File: src/rtl/disp_scheduler.sv
// disp_scheduler: arbitrates one external binary-to-BCD converter between the
// credit register and change-return requests, holds a change message for a
// fixed time, and time-multiplexes the two digits onto a 2-digit common-anode
// display (ones in slot 0, tens in slot 1 with leading-zero blanking).
module disp_scheduler #(
   parameter int SCAN_DIV    = 50000,
   parameter int HOLD_CYCLES = 100000000
) (
   input  logic       clk,
   input  logic       rst_n,
   input  logic [4:0] credit_in,
   input  logic       change_valid,
   input  logic [4:0] change_in,
   output logic [4:0] bcd_bin,
   input  logic [3:0] bcd_tens,
   input  logic [3:0] bcd_ones,
   output logic [3:0] digit,
   output logic [1:0] anode,
   output logic       src_change,
   output logic       busy,
   output logic       change_ack
);

   localparam int SW = $clog2(SCAN_DIV);
   localparam int HW = $clog2(HOLD_CYCLES + 1);

   typedef enum logic [1:0] {
      ST_CREDIT   = 2'd0,
      ST_CONV_CRD = 2'd1,
      ST_CONV_CHG = 2'd2,
      ST_CHANGE   = 2'd3
   } state_t;

   state_t        state_q, state_d;
   logic [4:0]    bcd_bin_q, bcd_bin_d;
   logic [4:0]    last_credit_q, last_credit_d;
   logic [3:0]    disp_tens_q, disp_tens_d;
   logic [3:0]    disp_ones_q, disp_ones_d;
   logic          src_change_q, src_change_d;
   logic [HW-1:0] hold_q, hold_d;
   logic          pend_q, pend_d;
   logic [4:0]    pend_val_q, pend_val_d;
   logic [SW-1:0] scan_cnt_q, scan_cnt_d;
   logic          scan_sel_q, scan_sel_d;

   // A live request and a request parked during a conversion are treated alike;
   // the live one carries the newer value, so it wins.
   logic       req;
   logic [4:0] req_val;
   assign req     = change_valid | pend_q;
   assign req_val = change_valid ? change_in : pend_val_q;

   // State register
   always_ff @(posedge clk or negedge rst_n) begin
      if (!rst_n) state_q <= ST_CREDIT;
      else        state_q <= state_d;
   end

   // Next-state logic: change requests take priority over credit updates
   always_comb begin
      state_d = state_q;
      case (state_q)
         ST_CREDIT: begin
            if (req)                            state_d = ST_CONV_CHG;
            else if (credit_in != last_credit_q) state_d = ST_CONV_CRD;
         end
         ST_CONV_CRD: state_d = ST_CREDIT;
         ST_CONV_CHG: state_d = ST_CHANGE;
         ST_CHANGE: begin
            if (req)                 state_d = ST_CONV_CHG;
            else if (hold_q == '0)   state_d = ST_CONV_CRD;
         end
         default: state_d = ST_CREDIT;
      endcase
   end

   // FSM outputs: converter in use, and the cycle change digits are captured
   always_comb begin
      busy       = (state_q == ST_CONV_CRD) || (state_q == ST_CONV_CHG);
      change_ack = (state_q == ST_CONV_CHG);
   end

   // Datapath next values: operand load, digit capture, hold timer, pending request
   always_comb begin
      bcd_bin_d     = bcd_bin_q;
      last_credit_d = last_credit_q;
      disp_tens_d   = disp_tens_q;
      disp_ones_d   = disp_ones_q;
      src_change_d  = src_change_q;
      hold_d        = hold_q;
      pend_d        = pend_q;
      pend_val_d    = pend_val_q;
      case (state_q)
         ST_CREDIT: begin
            if (req) begin
               bcd_bin_d = req_val;
               pend_d    = 1'b0;
            end else if (credit_in != last_credit_q) begin
               bcd_bin_d     = credit_in;
               last_credit_d = credit_in;
            end
         end
         ST_CONV_CRD, ST_CONV_CHG: begin
            disp_tens_d  = bcd_tens;
            disp_ones_d  = bcd_ones;
            src_change_d = (state_q == ST_CONV_CHG);
            if (state_q == ST_CONV_CHG) hold_d = HW'(HOLD_CYCLES - 1);
            // Converter is occupied: park the request for the next free cycle
            if (change_valid) begin
               pend_d     = 1'b1;
               pend_val_d = change_in;
            end
         end
         ST_CHANGE: begin
            if (req) begin
               bcd_bin_d = req_val;
               pend_d    = 1'b0;
            end else if (hold_q == '0) begin
               bcd_bin_d     = credit_in;
               last_credit_d = credit_in;
            end else begin
               hold_d = hold_q - HW'(1);
            end
         end
         default: ;
      endcase
   end

   // Datapath registers
   always_ff @(posedge clk or negedge rst_n) begin
      if (!rst_n) begin
         bcd_bin_q     <= '0;
         last_credit_q <= '0;
         disp_tens_q   <= '0;
         disp_ones_q   <= '0;
         src_change_q  <= 1'b0;
         hold_q        <= '0;
         pend_q        <= 1'b0;
         pend_val_q    <= '0;
      end else begin
         bcd_bin_q     <= bcd_bin_d;
         last_credit_q <= last_credit_d;
         disp_tens_q   <= disp_tens_d;
         disp_ones_q   <= disp_ones_d;
         src_change_q  <= src_change_d;
         hold_q        <= hold_d;
         pend_q        <= pend_d;
         pend_val_q    <= pend_val_d;
      end
   end

   // Free-running refresh counter; digit slot flips on each wrap
   always_comb begin
      if (scan_cnt_q == SW'(SCAN_DIV - 1)) begin
         scan_cnt_d = '0;
         scan_sel_d = ~scan_sel_q;
      end else begin
         scan_cnt_d = scan_cnt_q + SW'(1);
         scan_sel_d = scan_sel_q;
      end
   end

   // Scan registers
   always_ff @(posedge clk or negedge rst_n) begin
      if (!rst_n) begin
         scan_cnt_q <= '0;
         scan_sel_q <= 1'b0;
      end else begin
         scan_cnt_q <= scan_cnt_d;
         scan_sel_q <= scan_sel_d;
      end
   end

   // Digit mux and active-low anode drive; a zero tens digit is blanked
   always_comb begin
      if (scan_sel_q) begin
         digit = disp_tens_q;
         anode = (disp_tens_q != 4'd0) ? 2'b01 : 2'b11;
      end else begin
         digit = disp_ones_q;
         anode = 2'b10;
      end
   end

   assign bcd_bin    = bcd_bin_q;
   assign src_change = src_change_q;

endmodule

File: config.mk
export PLATFORM = sky130hd
export DESIGN_NAME = disp_scheduler
export DESIGN_NICKNAME = d
export VERILOG_FILES = /design/src/rtl/disp_scheduler.sv
export SDC_FILE = /design/constraint.sdc
export NUM_CORES = 1
export LEC_CHECK = 0
export CORE_MARGIN = 2
export CORE_UTILIZATION = 32
export DETAILED_ROUTE_END_ITERATION = 6
export SYNTH_ARGS = -nofsm -noshare
export SYNTH_HDL_FRONTEND = slang
export SYNTH_SLANG_ARGS = --single-unit
File: constraint.sdc
create_clock -name clk -period 6.9 [get_ports clk]
set_input_delay 1.035 -clock clk [delete_from_list [all_inputs] [get_ports clk]]
set_output_delay 1.035 -clock clk [all_outputs]
set_load 0.01 [all_outputs]
# Yosys cells after proc, flatten, opt, wreduce, memory -nomap -nowiden

Index checks and enable logic that the tools add are counted.

Register bits after elaboration: 71
Bits of input ports: 21
Output and inout port bits: 14
Word-level logic and storage cells: 68

Add/subtract/negate cells: 2
Equal/unequal tests: 15
Mux-type cells: 25
Bitwise logic cells: 2
Reduce and logical (&&, ||, !) cells: 13

Operators by type and width:

| cell                                                                  | number |
|---|---|
| 27-bit 2-to-1 mux                                                     | 3 |
| 27-bit one-hot mux with 2 select lines                                | 1 |
| 5-bit 2-to-1 mux                                                      | 7 |
| 27-bit zero test                                                      | 1 |
| 27-bit by 1-bit subtractor with 27-bit output, second input constant  | 1 |
| 5-bit one-hot mux with 2 select lines                                 | 2 |
| 16-bit by 1-bit adder with 16-bit output, second input constant       | 1 |
| 16-bit equality test, second input constant                           | 1 |
| 16-bit 2-to-1 mux                                                     | 1 |
| 2-bit inequality test, second input constant                          | 7 |
| 2-bit 2-to-1 mux                                                      | 6 |
| 2-bit one-hot mux with 4 select lines                                 | 1 |
| 3-bit inequality test, second input constant                          | 2 |
| 5-bit inequality test                                                 | 1 |
| 5-bit AND reduction                                                   | 1 |
| 2-bit equality test, second input constant                            | 2 |
| 4-bit 2-to-1 mux                                                      | 1 |
| 2-bit AND reduction                                                   | 2 |
| 4-bit AND reduction                                                   | 1 |
| 2-bit nonzero test                                                    | 2 |
| 4-bit nonzero test                                                    | 1 |
| 2-bit OR reduction                                                    | 2 |
| 3-bit AND reduction                                                   | 1 |
| 2-bit by 1-bit equality test with 1-bit output, second input constant | 1 |
| other kinds (7)                                                       | 8 |

# Depth between registers and ports, before layout

Gate-level depths: netlist of the first run.

Word-level depth: 4
Gate-level depth with buffers: 8
Gate-level depth less buffers: 7

# Least setup slack after synthesis of the first run

No wires, ideal clock.

Kind: input to register
From: in change_valid
To: reg hold_q[15]
Library setup time: 0.069 ns
Arrival time: 2.466 ns
Required time: 6.831 ns
Slack: 4.365 ns
Stages on the path: 5
Path buffers: 0
Cell sequence: nor4b_2 -> nand3_1 -> a311o_2 -> or4_1 -> nand3_1

Cells in the longest elaborated chain, start to end: 3

RTL lines:

| item                            | RTL line | text |
|---|---|---|
| start, declared                 | 12       | `input logic change_valid,` |
| 1-bit bitwise OR                | 50       | `assign req = change_valid \| pend_q;` |
| 2-bit inequality test (no line) | -        |  |
| 4-bit AND reduction (no line)   | -        |  |
| end signal, assigned            | 146      | `hold_q <= hold_d;` |
| end, declared                   | 40       | `logic [HW-1:0] hold_q, hold_d;` |

Every way passes these cells.
A chain may end at the register's enable or synchronous reset.

# Worst setup path after layout of the first run

Ends and elaborated chain as after synthesis.

==> impl_metrics.tcl, run 1 <==
set metrics [dict create \
    die_h_um 110 \
    power_leakage_nw 1.68 \
    dpl.hpwl_um 4850 \
    yosysMostFrequentCell "dfrtp_1" \
    ios 35 \
    cts_tree "done" \
    synth_area_leaders "dfrtp_1 50%, mux2_2 7.2%, xor2_1 3.4%" \
    ys_types 49 \
    grt_start_max_net_pins 72 \
    cts_buffers 9 \
    max_slew_margin_pct 36.9 \
    cts_resized 0 \
    wl_met2_um 3410 \
    critPathRequiredTime_ns 7.18 \
    root_buffer "clkbuf_8" \
    rsz0062_at_grt "false" \
    setup_tns_ns 0 \
    post-route-util_pct 39.1 \
    num_vias 2571 \
    top_layer "met4" \
    die-area_um2 12000 \
    antenna_left 0 \
    synthCells 330 \
    crit_fanout 14 \
    grt_pass1_wl_um 12400 \
    status "completed" \
    syn_to_final_growth_pct 19.0 \
    synth_nets 357 \
    core-area_um2 10900 \
    fin_skew_ns 0.00663 \
    cts_setup_buffers 0 \
    tightest_slew_ns 0.937 \
    synthesis.area_um2 3580 \
    maxCapViolations 0 \
    finalSetupViolations 0 \
    diodes 0 \
    clk_pin_slew_ns 0.08 \
    initial_core_util_pct 32.8 \
    clock_latency_ns 0.35 \
    gp_congestion 0.767 \
    ys_ff_latch 71 \
    placed_cells 496 \
    fin_nets 394 \
    firstDrtPassIters 5 \
    synth_edf_count 0 \
    slew_violations 0 \
    synth_ff_type "dfrtp_1" \
    dr_wl_met3_um 314 \
    drc 0 \
    wl_met1_um 3260 \
    max_freq_ghz 0.316 \
    fin_hold_ws_ns 0.485 \
    rows 38 \
    post_drt_wl_per_cell_um 13.8 \
    async_flop_share_pct 100 \
    criticalPathCategory "in -> reg" \
    hp-class "reg -> reg" \
    hold_violations 0 \
    first_iter_violations 132 \
    synth_area_per_cell_um2 10.8 \
    die_w_um 110 \
    gr-usage-all-layers_pct 13.2 \
    cts.sinks 71 \
    startpoint_type "input pin" \
    yosysWarnings 0 \
    drive_gt1_share_pct 15.3 \
    endpoint_kind "flip-flop" \
    finalCriticalPeriod_ns 3.17 \
    antenna_found_initial 0 \
    avgViaCountPerCell 5.02 \
    power.density_nw_per_um2 337 \
    peakVddDrop_mv 0.158 \
    wl_um 7060 \
    finalCritPeriodShare_pct 45.9 \
    cts-htree-levels 3 \
    synth_top_area_share_pct 49.7 \
    synthTopCellsByCount "71 x dfrtp_1, 27 x nor2_1, 23 x mux2_2, 23 x nand2_1, 15 x nand3_1" \
    clk_path_buf_depth 2 \
    grt_pass1_vias 2600 \
    overflow 0 \
    cp.arrival_ns 3.45 \
    fin_cells 512 \
    port_buffers 34 \
    cts_hold_buffers 0 \
    synth_top_cell_by_area "dfrtp_1" \
    seq_area_frac_synth_pct 49.7 \
]
==> cells by family (layout without fill, tap and decap cells) <==
| kind of cell | after synthesis | count (layout) | synth area share, % |
|---|---|---|---|
| and+or+nand+nor | 122 | 122 | 18.3 |
| DFF | 71 | 71 | 49.7 |
| AOI/OAI and AO/OA | 47 | 47 | 8.89 |
| muxes | 38 | 38 | 12.1 |
| xor gates and xnor gates | 27 | 27 | 6.61 |
| buffers and inverters | 19 | 61 | 2.24 |
| adders and majority gates | 6 | 6 | 2.10 |
==> layout make-up <==
type / count / area (um^2)
Clock buffer: 11 / 141
Clock inverter: 5 / 57.6
Tap cell: 140 / 175
Sequential cell: 71 / 1780
Timing Repair Buffer: 36 / 350
Inverter: 9 / 33.8
Fill cell: 1070 / 6630
Multi-Input combinational cell: 240 / 1720
==> path summary, 6_finish.rpt <==
| check | startpoint | endpoint | slack (ns) | cells after the start |
|---|---|---|---|---|
| max | change_valid | hold_q[15]$_DFFE_PN0P_ | 3.73 | 6 |
| min reg2reg | scan_cnt_q[0]$_DFF_PN0_ | scan_cnt_q[0]$_DFF_PN0_ | 0.48 | 1 |
| max in group asynchronous | rst_n | hold_q[7]$_DFFE_PN0P_ | 5.45 | 2 |
| min | scan_cnt_q[0]$_DFF_PN0_ | scan_cnt_q[0]$_DFF_PN0_ | 0.48 | 1 |
| max reg2reg | hold_q[0]$_DFFE_PN0P_ | hold_q[16]$_DFFE_PN0P_ | 4.20 | 7 |
| min in group asynchronous | rst_n | scan_cnt_q[0]$_DFF_PN0_ | 0.88 | 2 |
==> flip-flops by register name (all words and copies together), names as in the netlist <==
register,flops
hold_q,27
scan_cnt_q,16
bcd_bin,5
last_credit_q,5
pend_val_q,5
disp_ones_q,4
disp_tens_q,4
state_q,2
pend_q,1
scan_sel_q,1
src_change,1
==> layout by cell type, fill, tap and decap left out, types with 11 or more instances in the layout <==
cell and count:
nand2_1 23, clkdlybuf4s50_1 33, nor3_1 13, mux2_2 23
o21ai_0 11, xnor2_1 13, dfrtp_1 71, nor2_1 27
xor2_1 14, nand3_1 15
==> worst max-delay path, stage by stage <==
cell             delay, ns
clkdlybuf4s50_1       0.63
nor4b_2               0.53
nand3_1               0.25
a311o_2               0.49
or4_1                 0.42
nand3_1               0.09
==> through the flow <==
step,instance area [um^2],setup WS [ns],total power [mW]
finish,4250,3.73,1.43
global route,4250,3.49,1.53
CTS,4250,3.77,1.46
detailed placement,4060,3.39,1.11
global placement,4060,3.48,1.10
floorplan,3580,4.36,0.934
==> power by group <==
group | internal (mW) | switching [mW]
Clock | 0.176 | 0.158
Sequential | 0.502 | 0.0593
Combinational | 0.288 | 0.251
Total | 0.967 | 0.468
==> layer usage <==
metal	up-vias	global-route usage, %
met1	1245	17.2
li1	1279	-
met2	38	20.8
met5	-	0
met4	0	3.98
met3	9	4.39
Note: power is estimated with default switching activity, not from simulation.
==> run 2: changes to the inputs <==
==> constraint.sdc (replaced) <==
create_clock -name clk -period 3.2 [get_ports clk]
set_input_delay 0.48 -clock clk [delete_from_list [all_inputs] [get_ports clk]]
set_output_delay 0.48 -clock clk [all_outputs]
set_load 0.01 [all_outputs]
==> impl_metrics.tcl, run 2 (synthesized netlist as in run 1, its figures left out) <==
set metrics [dict create \
    clockPowerShare_pct 26.8 \
    core-area_um2 10900 \
    total_power_mw 3.25 \
    antenna_found_initial 0 \
    cts_setup_buffers 0 \
    power_frac_seq_pct 37.3 \
    finalCriticalPeriod_ns 2.64 \
    largest_register "hold_q" \
    cts.sinks 71 \
    max_slew_margin_pct 39.9 \
    initial_core_util_pct 32.8 \
    power.density_nw_per_um2 749 \
    comb_power_share_pct 36.0 \
    ios 35 \
    cp.arrival_ns 2.86 \
    die-area_um2 12000 \
    die_w_um 110 \
    largest_reg_flops 27 \
    avgViaCountPerCell 5.06 \
    setup_slack_ns 0.562 \
    gr-usage-all-layers_pct 12.9 \
    post_drt_wl_per_cell_um 13.8 \
    grt_pass1_vias 2533 \
    finalSetupViolations 0 \
    syn_to_final_growth_pct 21.1 \
    setup_tns_ns 0 \
    root_buffer "clkbuf_8" \
    peakVddDrop_mv 0.408 \
    rows 38 \
    cts_buffers 9 \
    gp_congestion 0.777 \
    antenna_left 0 \
    maxCapViolations 0 \
    hold_violations 0 \
    switching_power_uw 996 \
    startpoint "hold_q[0]$_DFFE_PN0P_" \
    port_buffers 34 \
    first_iter_violations 113 \
    startpoint_type "flip-flop" \
    wl_um 7130 \
    final.fill_count 1032 \
    p_sw_share_pct 30.7 \
    status "completed" \
    hp-class "in -> async" \
    cts_hold_buffers 0 \
    endpoint_kind "flip-flop" \
    grt_start_max_net_pins 72 \
    diodes 0 \
    p_int_mw 2.25 \
    cts-htree-levels 3 \
    fin_nets 399 \
    cts_resized 0 \
    overflow 0 \
    max_freq_ghz 0.379 \
    finalCritPeriodShare_pct 82.4 \
    critPathRequiredTime_ns 3.43 \
    clk_pin_slew_ns 0.07 \
    reg2reg_depth 7 \
    clk_path_buf_depth 2 \
    r2r-start "hold_q[0]$_DFFE_PN0P_" \
    firstDrtPassIters 4 \
    rsz0062_at_grt "false" \
    dpl.hpwl_um 4870 \
    crit_fanout 5 \
    grt_pass1_wl_um 12100 \
    clock_latency_ns 0.35 \
    power_leakage_nw 1.73 \
    tightest_slew_ns 0.902 \
    layout_commonest_cell "dfrtp_1" \
    die_h_um 110 \
    place_ws_ns 0.510 \
    largestRegisters "hold_q: 27 flops, scan_cnt_q: 16 flops" \
    drive_gt1_share_pct 15.9 \
    num_vias 2617 \
    fin_skew_ns 0.0116 \
    final_cell_mix "71 x dfrtp_1, 33 x clkdlybuf4s50_1, 27 x nor2_1, 23 x nand2_1, 23 x mux2_2" \
    slew_violations 0 \
    cts_tree "done" \
    criticalPathCategory "reg -> reg" \
    drc 0 \
]
[run 2: cell types whose count changed in the layout (fill, tap and decap cells not counted)]
cell        before  now
clkinvlp_4       3    0
buf_4            2    7
clkbuf_1         1    3
clkinv_2         1    0
bufinv_16        1    3
[run 2: power by group through the flow]
| stage | clock, mW | combinational [mW] | sequential [mW] |
|---|---|---|---|
| 3_3_place_gp | 0 | 1.15 | 1.21 |
| 4_1_cts | 0.900 | 1.19 | 1.21 |
| 3_5_place_dp | 0 | 1.18 | 1.22 |
| 2_1_floorplan | 0 | 0.816 | 1.20 |
| 5_1_grt | 0.938 | 1.28 | 1.24 |
| 6_report | 0.869 | 1.17 | 1.21 |
[run 2: final cells by class]
type	count	area, um^2	share of cell area [%]
clock buffers	13	149	3.44
flip-flops and latches	71	1780	41.0
multi-input cells	240	1720	39.7
repair buffers	41	388	8.95
well taps	140	175	4.04
clock inverters	3	90.1	2.08
inverters	9	33.8	0.780
[run 2: final timing paths]
| path | slack, ns | endpoint |
|---|---|---|
| max in group asynchronous | 2.27 | last_credit_q[4]$_DFFE_PN0P_ |
| hold reg to reg | 0.50 | scan_cnt_q[7]$_DFF_PN0_ |
| hold / removal | 0.35 | scan_cnt_q[1]$_DFF_PN0_ |
| setup reg to reg | 0.56 | last_credit_q[4]$_DFFE_PN0P_ |
| min in group clk | 0.50 | scan_cnt_q[7]$_DFF_PN0_ |
| setup / recovery | 0.56 | last_credit_q[4]$_DFFE_PN0P_ |
[run 2: worst max-delay path, cell delays in order (launching register included)]
cell and delay, ns:
dfrtp_1 0.41, inv_1 0.07, ha_1 0.22, or4b_1 0.56, or4_4 0.48, o21ai_2 0.16
o2111a_4 0.30, mux2_4 0.32
[run 2: per-stage QoR]
stage / util [%] / hold WS (ns) / instances / cell area (um^2)
after detailed placement: 37.6 / 0.485 / 501 / 4090
final: 39.8 / 0.352 / 517 / 4330
after floorplan: - / 0.184 / 330 / 3580
after global routing: 39.8 / 0.392 / 517 / 4330
after CTS: 39.8 / 0.363 / 517 / 4330
after global placement: 37.6 / 0.480 / 501 / 4090
[run 2: routing by layer]
metal | wire length (um) | track usage, %
met5 | 0 | 0
met4 | 110 | 4.79
met2 | 3430 | 20.1
met3 | 238 | 4.45
met1 | 3340 | 16.7
==> run 3: changes to the inputs <==
==> constraint.sdc (replaced) <==
create_clock -name clk -period 2.2 [get_ports clk]
set_input_delay 0.33 -clock clk [delete_from_list [all_inputs] [get_ports clk]]
set_output_delay 0.33 -clock clk [all_outputs]
set_load 0.01 [all_outputs]
==> impl_metrics.tcl, run 3 (synthesized netlist as in run 1, its figures left out) <==
set metrics [dict create \
    max_freq_ghz 0.420 \
    cts_buffers 9 \
    multi_input_area_um2 1880 \
    dpl.hpwl_um 5520 \
    finalCritPeriodShare_pct 108 \
    max_slew_margin_pct 54.1 \
    clk_pin_slew_ns 0.09 \
    max_stage_delay_ns 0.46 \
    die-area_um2 12000 \
    clk_path_buf_depth 2 \
    finalCriticalPeriod_ns 2.38 \
    post_drt_wl_per_cell_um 13.7 \
    largest_reg_flops 27 \
    endpoint_kind "flip-flop" \
    peakVddDrop_mv 0.524 \
    grt_pass1_vias 2782 \
    cts.sinks 71 \
    drc 0 \
    drive_gt1_share_pct 31.3 \
    largest_register "hold_q" \
    core-area_um2 10900 \
    post-route-util_pct 44.6 \
    fin_hold_ws_ns 0.0201 \
    register_area_um2 1780 \
    cts_hold_buffers 0 \
    die_h_um 110 \
    antenna_found_initial 0 \
    die_w_um 110 \
    firstDrtPassIters 4 \
    grt_start_max_net_pins 44 \
    hp-class "in -> async" \
    avgViaCountPerCell 4.96 \
    overflow 0 \
    slew_violations 0 \
    fin_skew_ns 0.0156 \
    r2r-start "hold_q[0]$_DFFE_PN0P_" \
    criticalPathCategory "reg -> reg" \
    layout_commonest_cell "dfrtp_1" \
    startpoint_type "flip-flop" \
    initial_core_util_pct 32.8 \
    final_cell_mix "71 x dfrtp_1, 53 x buf_4, 32 x clkdlybuf4s50_1, 27 x nor2_1" \
    placed_cells 547 \
    antenna_left 0 \
    final.fill_count 1026 \
    power.density_nw_per_um2 969 \
    fin_cells 568 \
    place_ws_ns -0.201 \
    wl_um 7790 \
    root_buffer "clkbuf_8" \
    ios 35 \
    startpoint "hold_q[0]$_DFFE_PN0P_" \
    diodes 0 \
    gr-usage-all-layers_pct 13.6 \
    gp_congestion 0.752 \
    rows 38 \
    power_leakage_nw 1.98 \
    tightest_slew_ns 0.688 \
    cp_num_buf_inv 1 \
    first_iter_violations 115 \
    largestRegisters "hold_q: 27 flops, scan_cnt_q: 16 flops" \
    num_vias 2819 \
    port_buffers 34 \
    grt_pass1_wl_um 12900 \
    finalSetupViolations 15 \
    critPathSlowestCell "or4b_4" \
    cts-htree-levels 3 \
    violations "setup timing" \
    status "finished, violations left" \
    clock_latency_ns 0.35 \
    setup_slack_ns -0.179 \
    fin_nets 450 \
    cts_tree "done" \
    setup_tns_ns -1.67 \
    cp.arrival_ns 2.62 \
    syn_to_final_growth_pct 35.7 \
    critPathRequiredTime_ns 2.44 \
    crit_fanout 5 \
    maxCapViolations 0 \
    hold_violations 0 \
    crit_family "simple AND/OR/NAND/NOR gates" \
    crit_chain "inv_2, ha_4, or4b_4, or4_4, o21ai_4, o2111a_4, mux2_4" \
    rsz0062_at_grt "true" \
]
[run 3: per-stage QoR]
| stage | power, mW | instance area, um^2 |
|---|---|---|
| finish | 4.70 | 4850 |
| global route | 4.98 | 4850 |
| CTS | 4.75 | 4710 |
| detailed placement | 3.65 | 4460 |
| global placement | 3.59 | 4460 |
| floorplan | 2.93 | 3580 |
[run 3: worst paths after layout]
check / end / slack (ns) / depth (start not counted)
max: last_credit_q[3]$_DFFE_PN0P_ / -0.18 / 7
min: disp_ones_q[3]$_DFFE_PN0N_ / 0.02 / 1
max reg2reg: last_credit_q[3]$_DFFE_PN0P_ / -0.18 / 7
min reg2reg: scan_cnt_q[0]$_DFF_PN0_ / 0.49 / 1
max in group asynchronous: hold_q[19]$_DFFE_PN0P_ / 1.50 / 2
min in group clk: scan_cnt_q[0]$_DFF_PN0_ / 0.49 / 1
[run 3: what timing repair did]
item                       in CTS  in global routing
resized for setup              14                 19
setup endpoints to repair      23                 34
pin swaps                       5                  6
buffers inserted                0                  5
[run 3: metal layers]
| metal | up-vias | routed length (um) | part of all wire, % | global-route usage (%) |
|---|---|---|---|---|
| met5 | - | 0 | 0 | 0 |
| met4 | 0 | 53 | 0.68 | 4.34 |
| met3 | 6 | 180 | 2.3 | 3.20 |
| met2 | 21 | 3930 | 50 | 23.1 |
| met1 | 1401 | 3630 | 47 | 17.0 |
| li1 | 1391 | - | - | - |
[run 3: report_power, final]
group / internal (mW) / switching, mW
registers: 1.58 / 0.152
logic: 1.05 / 0.896
clock network: 0.525 / 0.506
total: 3.15 / 1.55
[run 3: cell type report]
type	count	area share, %
clock buffer	11	2.71
clock inverter	5	1.21
inverter	9	0.696
multi-input combinational	240	38.7
sequential	71	36.6
tap	140	3.61
timing repair buffer	92	16.4
